<file path="src/rtl/core_pkg.sv">
// Shared definitions for the 5-stage core: opcodes, pc_src encodings,
// ALU select values and the hazard sequencer state.
package core_pkg;

  localparam logic [6:0] OP_R      = 7'b0110011;
  localparam logic [6:0] OP_I      = 7'b0010011;
  localparam logic [6:0] OP_LOAD   = 7'b0000011;
  localparam logic [6:0] OP_STORE  = 7'b0100011;
  localparam logic [6:0] OP_BRANCH = 7'b1100011;
  localparam logic [6:0] OP_JAL    = 7'b1101111;
  localparam logic [6:0] OP_JALR   = 7'b1100111;
  localparam logic [6:0] OP_HALT   = 7'b1111111;

  localparam logic [1:0] PC_SEQ  = 2'b00;
  localparam logic [1:0] PC_TGT  = 2'b01;
  localparam logic [1:0] PC_JALR = 2'b11;

  localparam logic [3:0] ALU_MUL = 4'b1100;

  typedef enum logic [1:0] {
    HZ_RUN,
    HZ_LOAD_STALL,
    HZ_MUL_BUSY,
    HZ_HALTED
  } hz_state_e;

  function automatic logic uses_rs1(input logic [6:0] opcode);
    return (opcode != OP_JAL) && (opcode != OP_HALT);
  endfunction

  function automatic logic uses_rs2(input logic [6:0] opcode);
    return (opcode == OP_R) || (opcode == OP_BRANCH) || (opcode == OP_STORE);
  endfunction

endpackage

</file>
<file path="src/rtl/hazard_unit.sv">
// Pipeline sequencer: load-use bubbles, multi-cycle mul freeze, redirect
// flush and halt. Holds the only stall state in the core.
//
//  state          | meaning
//  HZ_RUN         | normal issue; triggers evaluated from ID/EX inputs
//  HZ_LOAD_STALL  | extra load-use bubbles, cnt counts down remaining
//  HZ_MUL_BUSY    | mul occupying EX, cnt counts down remaining
//  HZ_HALTED      | halt retired into EX; left only by reset
module hazard_unit
  import core_pkg::*;
#(
  parameter int MUL_CYCLES       = 4,
  parameter int LOAD_USE_BUBBLES = 1
) (
  input  logic        clk,
  input  logic        rst_n,
  input  logic [31:0] id_inst,
  input  logic [1:0]  id_pc_src,
  input  logic        ex_mem_read,
  input  logic [4:0]  ex_rd,
  input  logic        ex_is_mul,
  output logic        control_sel,
  output logic        pc_write,
  output logic        ifid_write,
  output logic        ifid_flush,
  output logic        ex_stall,
  output logic        halted
);

  localparam logic [3:0] MUL_CNT_INIT  = (MUL_CYCLES >= 3) ? 4'(MUL_CYCLES - 3) : 4'd0;
  localparam logic [3:0] LOAD_CNT_INIT = (LOAD_USE_BUBBLES >= 2) ? 4'(LOAD_USE_BUBBLES - 2) : 4'd0;

  hz_state_e  st_q, st_d;
  logic [3:0] cnt_q, cnt_d;
  logic       mul_done_q, mul_done_d;

  logic [6:0] opcode;
  logic [4:0] rs1, rs2;
  logic       rs_match;
  logic       mul_trig;
  logic       load_trig;
  logic       unused_inst_bits;

  assign opcode = id_inst[6:0];
  assign rs1    = id_inst[19:15];
  assign rs2    = id_inst[24:20];
  assign unused_inst_bits = ^{id_inst[31:25], id_inst[14:7]};

  assign rs_match  = (uses_rs1(opcode) && (ex_rd == rs1)) ||
                     (uses_rs2(opcode) && (ex_rd == rs2));
  assign mul_trig  = (MUL_CYCLES > 1) && (st_q == HZ_RUN) && ex_is_mul && !mul_done_q;
  assign load_trig = (st_q == HZ_RUN) && ex_mem_read && (ex_rd != 5'd0) && rs_match;

  always_ff @(posedge clk or negedge rst_n) begin
    if (!rst_n) begin
      st_q       <= HZ_RUN;
      cnt_q      <= 4'd0;
      mul_done_q <= 1'b0;
    end else begin
      st_q       <= st_d;
      cnt_q      <= cnt_d;
      mul_done_q <= mul_done_d;
    end
  end

  always_comb begin
    st_d        = st_q;
    cnt_d       = cnt_q;
    mul_done_d  = 1'b0;
    control_sel = 1'b0;
    pc_write    = 1'b1;
    ifid_write  = 1'b1;
    ifid_flush  = 1'b0;
    ex_stall    = 1'b0;
    halted      = 1'b0;

    if (st_q == HZ_HALTED) begin
      control_sel = 1'b1;
      pc_write    = 1'b0;
      ifid_write  = 1'b0;
      halted      = 1'b1;
    end else if ((st_q == HZ_MUL_BUSY) || mul_trig) begin
      // Any branch/halt in ID simply waits behind the frozen mul.
      ex_stall   = 1'b1;
      pc_write   = 1'b0;
      ifid_write = 1'b0;
      if (st_q == HZ_MUL_BUSY) begin
        if (cnt_q != 4'd0) begin
          cnt_d = cnt_q - 4'd1;
        end else begin
          st_d       = HZ_RUN;
          mul_done_d = 1'b1;
        end
      end else if (MUL_CYCLES == 2) begin
        mul_done_d = 1'b1;
      end else begin
        st_d  = HZ_MUL_BUSY;
        cnt_d = MUL_CNT_INIT;
      end
    end else if ((st_q == HZ_LOAD_STALL) || load_trig) begin
      control_sel = 1'b1;
      pc_write    = 1'b0;
      ifid_write  = 1'b0;
      if (st_q == HZ_LOAD_STALL) begin
        if (cnt_q != 4'd0) cnt_d = cnt_q - 4'd1;
        else               st_d  = HZ_RUN;
      end else if (LOAD_USE_BUBBLES > 1) begin
        st_d  = HZ_LOAD_STALL;
        cnt_d = LOAD_CNT_INIT;
      end
    end else if (opcode == OP_HALT) begin
      pc_write   = 1'b0;
      ifid_write = 1'b0;
      st_d       = HZ_HALTED;
    end else if (id_pc_src != PC_SEQ) begin
      ifid_flush = 1'b1;
    end

    // Outputs track rst_n directly so the pipeline is quiescent during reset.
    if (!rst_n) begin
      control_sel = 1'b1;
      pc_write    = 1'b0;
      ifid_write  = 1'b0;
      ifid_flush  = 1'b0;
      ex_stall    = 1'b0;
      halted      = 1'b0;
    end
  end

endmodule

</file>
<file path="config.mk">
export PLATFORM = sky130hd
export DESIGN_NAME = hazard_unit
export DESIGN_NICKNAME = d
export VERILOG_FILES = /design/src/rtl/core_pkg.sv /design/src/rtl/hazard_unit.sv
export SDC_FILE = /design/constraint.sdc
export NUM_CORES = 1
export LEC_CHECK = 0
export BUFFER_PORTS_ARGS = -buffer_cell sky130_fd_sc_hd__clkbuf_2
export CORE_MARGIN = 8
export CORE_UTILIZATION = 34
export CTS_CLUSTER_SIZE = 8
export DETAILED_ROUTE_END_ITERATION = 8
export GPL_ROUTABILITY_DRIVEN = 0
export PLACE_DENSITY = 0.73
export SLEW_MARGIN = 40
export SYNTH_ARGS = -nofsm -noshare
export SYNTH_HDL_FRONTEND = slang
export SYNTH_SLANG_ARGS = --single-unit
</file>
<file path="constraint.sdc">
create_clock -name clk -period 2.1 [get_ports clk]
set_clock_uncertainty 0.1 [all_clocks]
set_input_delay 0.105 -clock clk [delete_from_list [all_inputs] [get_ports clk]]
set_output_delay 0.105 -clock clk [all_outputs]
set_load 0.05 [all_outputs]
</file>
==> flow_metrics.py <==
metrics = {
    "clock_network": {
        "clk_latency_ns": 0.25,
        "clock_sinks": 7,
        "htreeDepth": 1,
        "clk_pin_slew_ns": 0.05,
        "post-cts-setup-buffers": 0,
        "clock-root-buffer": "clkbuf_4",
        "cts_tree": "done",
        "cts.path.max_buffers": 2,
        "cts_made_buffers": 3,
    },
    "worst_hold_path": {
        "hold_depth": 3,
        "min_path_type": "in2reg",
    },
    "layout": {
        "final_nets": 150,
        "num-fill-cells": 178,
        "antennaDiodeCount": 0,
        "area_delta_synth_final_pct": 41.3,
        "drive_gt1_frac": 0.400,
    },
    "placed_design": {
        "dp_slack_ns": 0.283,
        "port_buffers": 33,
        "post-dp-hpwl_mm": 1.35,
    },
    "route": {
        "drt_iter0_drc": 8,
        "wirelength_mm": 1.49,
        "drc": 0,
        "first_pass_iters": 4,
        "route.vias.total": 614,
        "ant_nets": 0,
        "post_drt_wl_per_cell_um": 12.2,
        "viasPerCell": 5.03,
    },
    "synthesis": {
        "synth_top_area_frac": 0.306,
        "seq_area_frac_synth": 0.306,
        "yosys-top-cells-area": "dfrtp_1, xnor2_1, xor2_1, nor2_1, nand3_1",
        "synth_edf_count": 0,
        "yosysMostFrequentCell": "nor2_1",
        "synth-seq-cells": 7,
        "synth_commonest_cells": "nor2_1, dfrtp_1, xnor2_1",
        "synth_cell_types": 30,
        "synth_top_cell_by_area": "dfrtp_1",
        "synth_nets": 112,
        "synthCells": 68,
        "ys_async_sr_fraction": 1.00,
        "avgSynthCellArea_um2": 8.43,
        "synth_area_um2": 573,
        "ys.flop_type": "dfrtp_1",
        "synth_warnings": 0,
    },
    "pwr": {
        "power_density_nw_per_um2": 1060,
        "p_leak_uw": 0.000403,
        "total_power_uw": 861,
        "ir_drop_uv": 396,
    },
    "die": {
        "start_util": 0.347,
        "die_height_um": 57.1,
        "pin_count": 49,
        "core_um2": 1650,
        "fp.dieW_um": 57.1,
        "die-area_um2": 3260,
        "rows": 15,
    },
    "critical_path": {
        "ff2ff_path_depth": 6,
        "critical_path_class": "reg2out",
        "worst_ep_arrival_time_ns": 1.73,
        "path_max_fanout": 7,
        "cp.required_ns": 1.89,
        "endpoint_kind": "output port",
        "path_cells": "nor2_1 > and3_1 > nor2_2 > nor4b_4 > clkbuf_4",
        "critPathLaunchType": "flip-flop",
        "cp_slowest_cell": "dfrtp_1",
        "critPathMaxStageDelay_ns": 0.45,
    },
    "timing": {
        "finalHoldViolCount": 0,
        "max_freq_mhz": 517,
        "fin_crit_ns": 1.93,
        "setup_viol": 0,
        "finalCritPeriodShare": 0.921,
        "setup_ws_ns": 0.165,
        "worst_pin_slew_ns": 0.410,
        "grt_setup_unrepaired": "false",
        "slew_violations": 0,
        "setup-tns-final_ns": 0,
        "slew_headroom": 0.719,
    },
    "run": {
        "timing.max_cap.violations": 0,
    },
    "global_routing": {
        "grt_max_degree": 10,
        "grt_pass1_vias": 698,
        "grt_overflow": 0,
        "track_usage": 0.0974,
        "grt_pass1_wl_mm": 2.66,
        "grt_antenna_before_repair": 0,
    },
    "status": {
        "status": "finished clean",
    },
}
per-stage QoR:
stage                     instance area (um^2)  cells  hold WS, ns  utilization
after floorplan                            587     68       -0.291            -
after global placement                     766    117       -0.141        0.464
after detailed placement                   766    117       -0.135        0.464
after CTS                                  802    122       0.0581        0.486
after global routing                       810    122       0.0644        0.490
final                                      810    122       0.0653        0.490
flip-flops by register name, summed over array words and instances, names as in the netlist:
signal,count
mul_done_q,1
cnt_q,4
st_q,2
kinds of logic after synthesis:
| group | count (synthesis) | synth area share |
|---|---|---|
| AO/OA/AOI/OAI | 12 | 0.140 |
| XOR/XNOR | 12 | 0.183 |
| adder cells (fa/ha/maj) | 1 | 0.0218 |
| buffers and inverters | 6 | 0.0459 |
| flip-flops | 7 | 0.306 |
| AND/OR/NAND/NOR | 30 | 0.303 |
metal layers:
metal  global-route usage  wire length (um)  vias up  part of all wire
met5                    0                 0        -                 0
met1                0.111               636      270              0.43
li1                     -                 -      314                 -
met3               0.0488               156        2              0.10
met4               0.0537                 6        0            0.0040
met2                0.144               694       28              0.46
critical path, delay by kind of cell, from the launching register on:
kind	cells	cell delay, ns
buffers and inverters	1	0.28
flip-flops	1	0.45
AND/OR/NAND/NOR	4	0.75
path summary, 6_finish.rpt:
path	endpoint	slack (ns)	start
min	cnt_q[0]	0.07	ex_is_mul
min reg2reg	cnt_q[0]	0.46	cnt_q[0]
max reg2reg	st_q[1]	0.49	cnt_q[0]
max in group asynchronous	cnt_q[0]	1.58	rst_n
max	ifid_write	0.17	st_q[0]
min in group asynchronous	cnt_q[2]	0.14	rst_n
cell type report:
type                       instances  area, um^2  share of cell area
multi-input combinational         55         388               0.479
timing repair buffer              34         180               0.223
tap                               17        21.3              0.0263
sequential                         7         175               0.216
clock buffer                       4        26.3              0.0325
inverter                           5        18.8              0.0232
cell usage in the layout (no fill, tap or decap), drive strengths merged, types with 2 or more instances in the layout:
cell,instances
xnor2,7
or4,3
o21ai,2
nand3,4
dfrtp,7
xor2,5
nor2,9
a21oi,4
clkbuf,37
nor3,4
inv,5
nand2,2
and3,2
power by group:
part	switching (uW)	internal (uW)
combinational	291	197
clock	46.8	72.3
sequential	59.0	195
total	397	464
repair_timing:
action                                  in CTS  in global routing
hold buffers                                 1                  0
resized for setup                            0                  5
endpoints found under the setup margin       0                  2
endpoints found under the hold margin        7                  0
No activity file was read; power rests on OpenSTA's default activity.
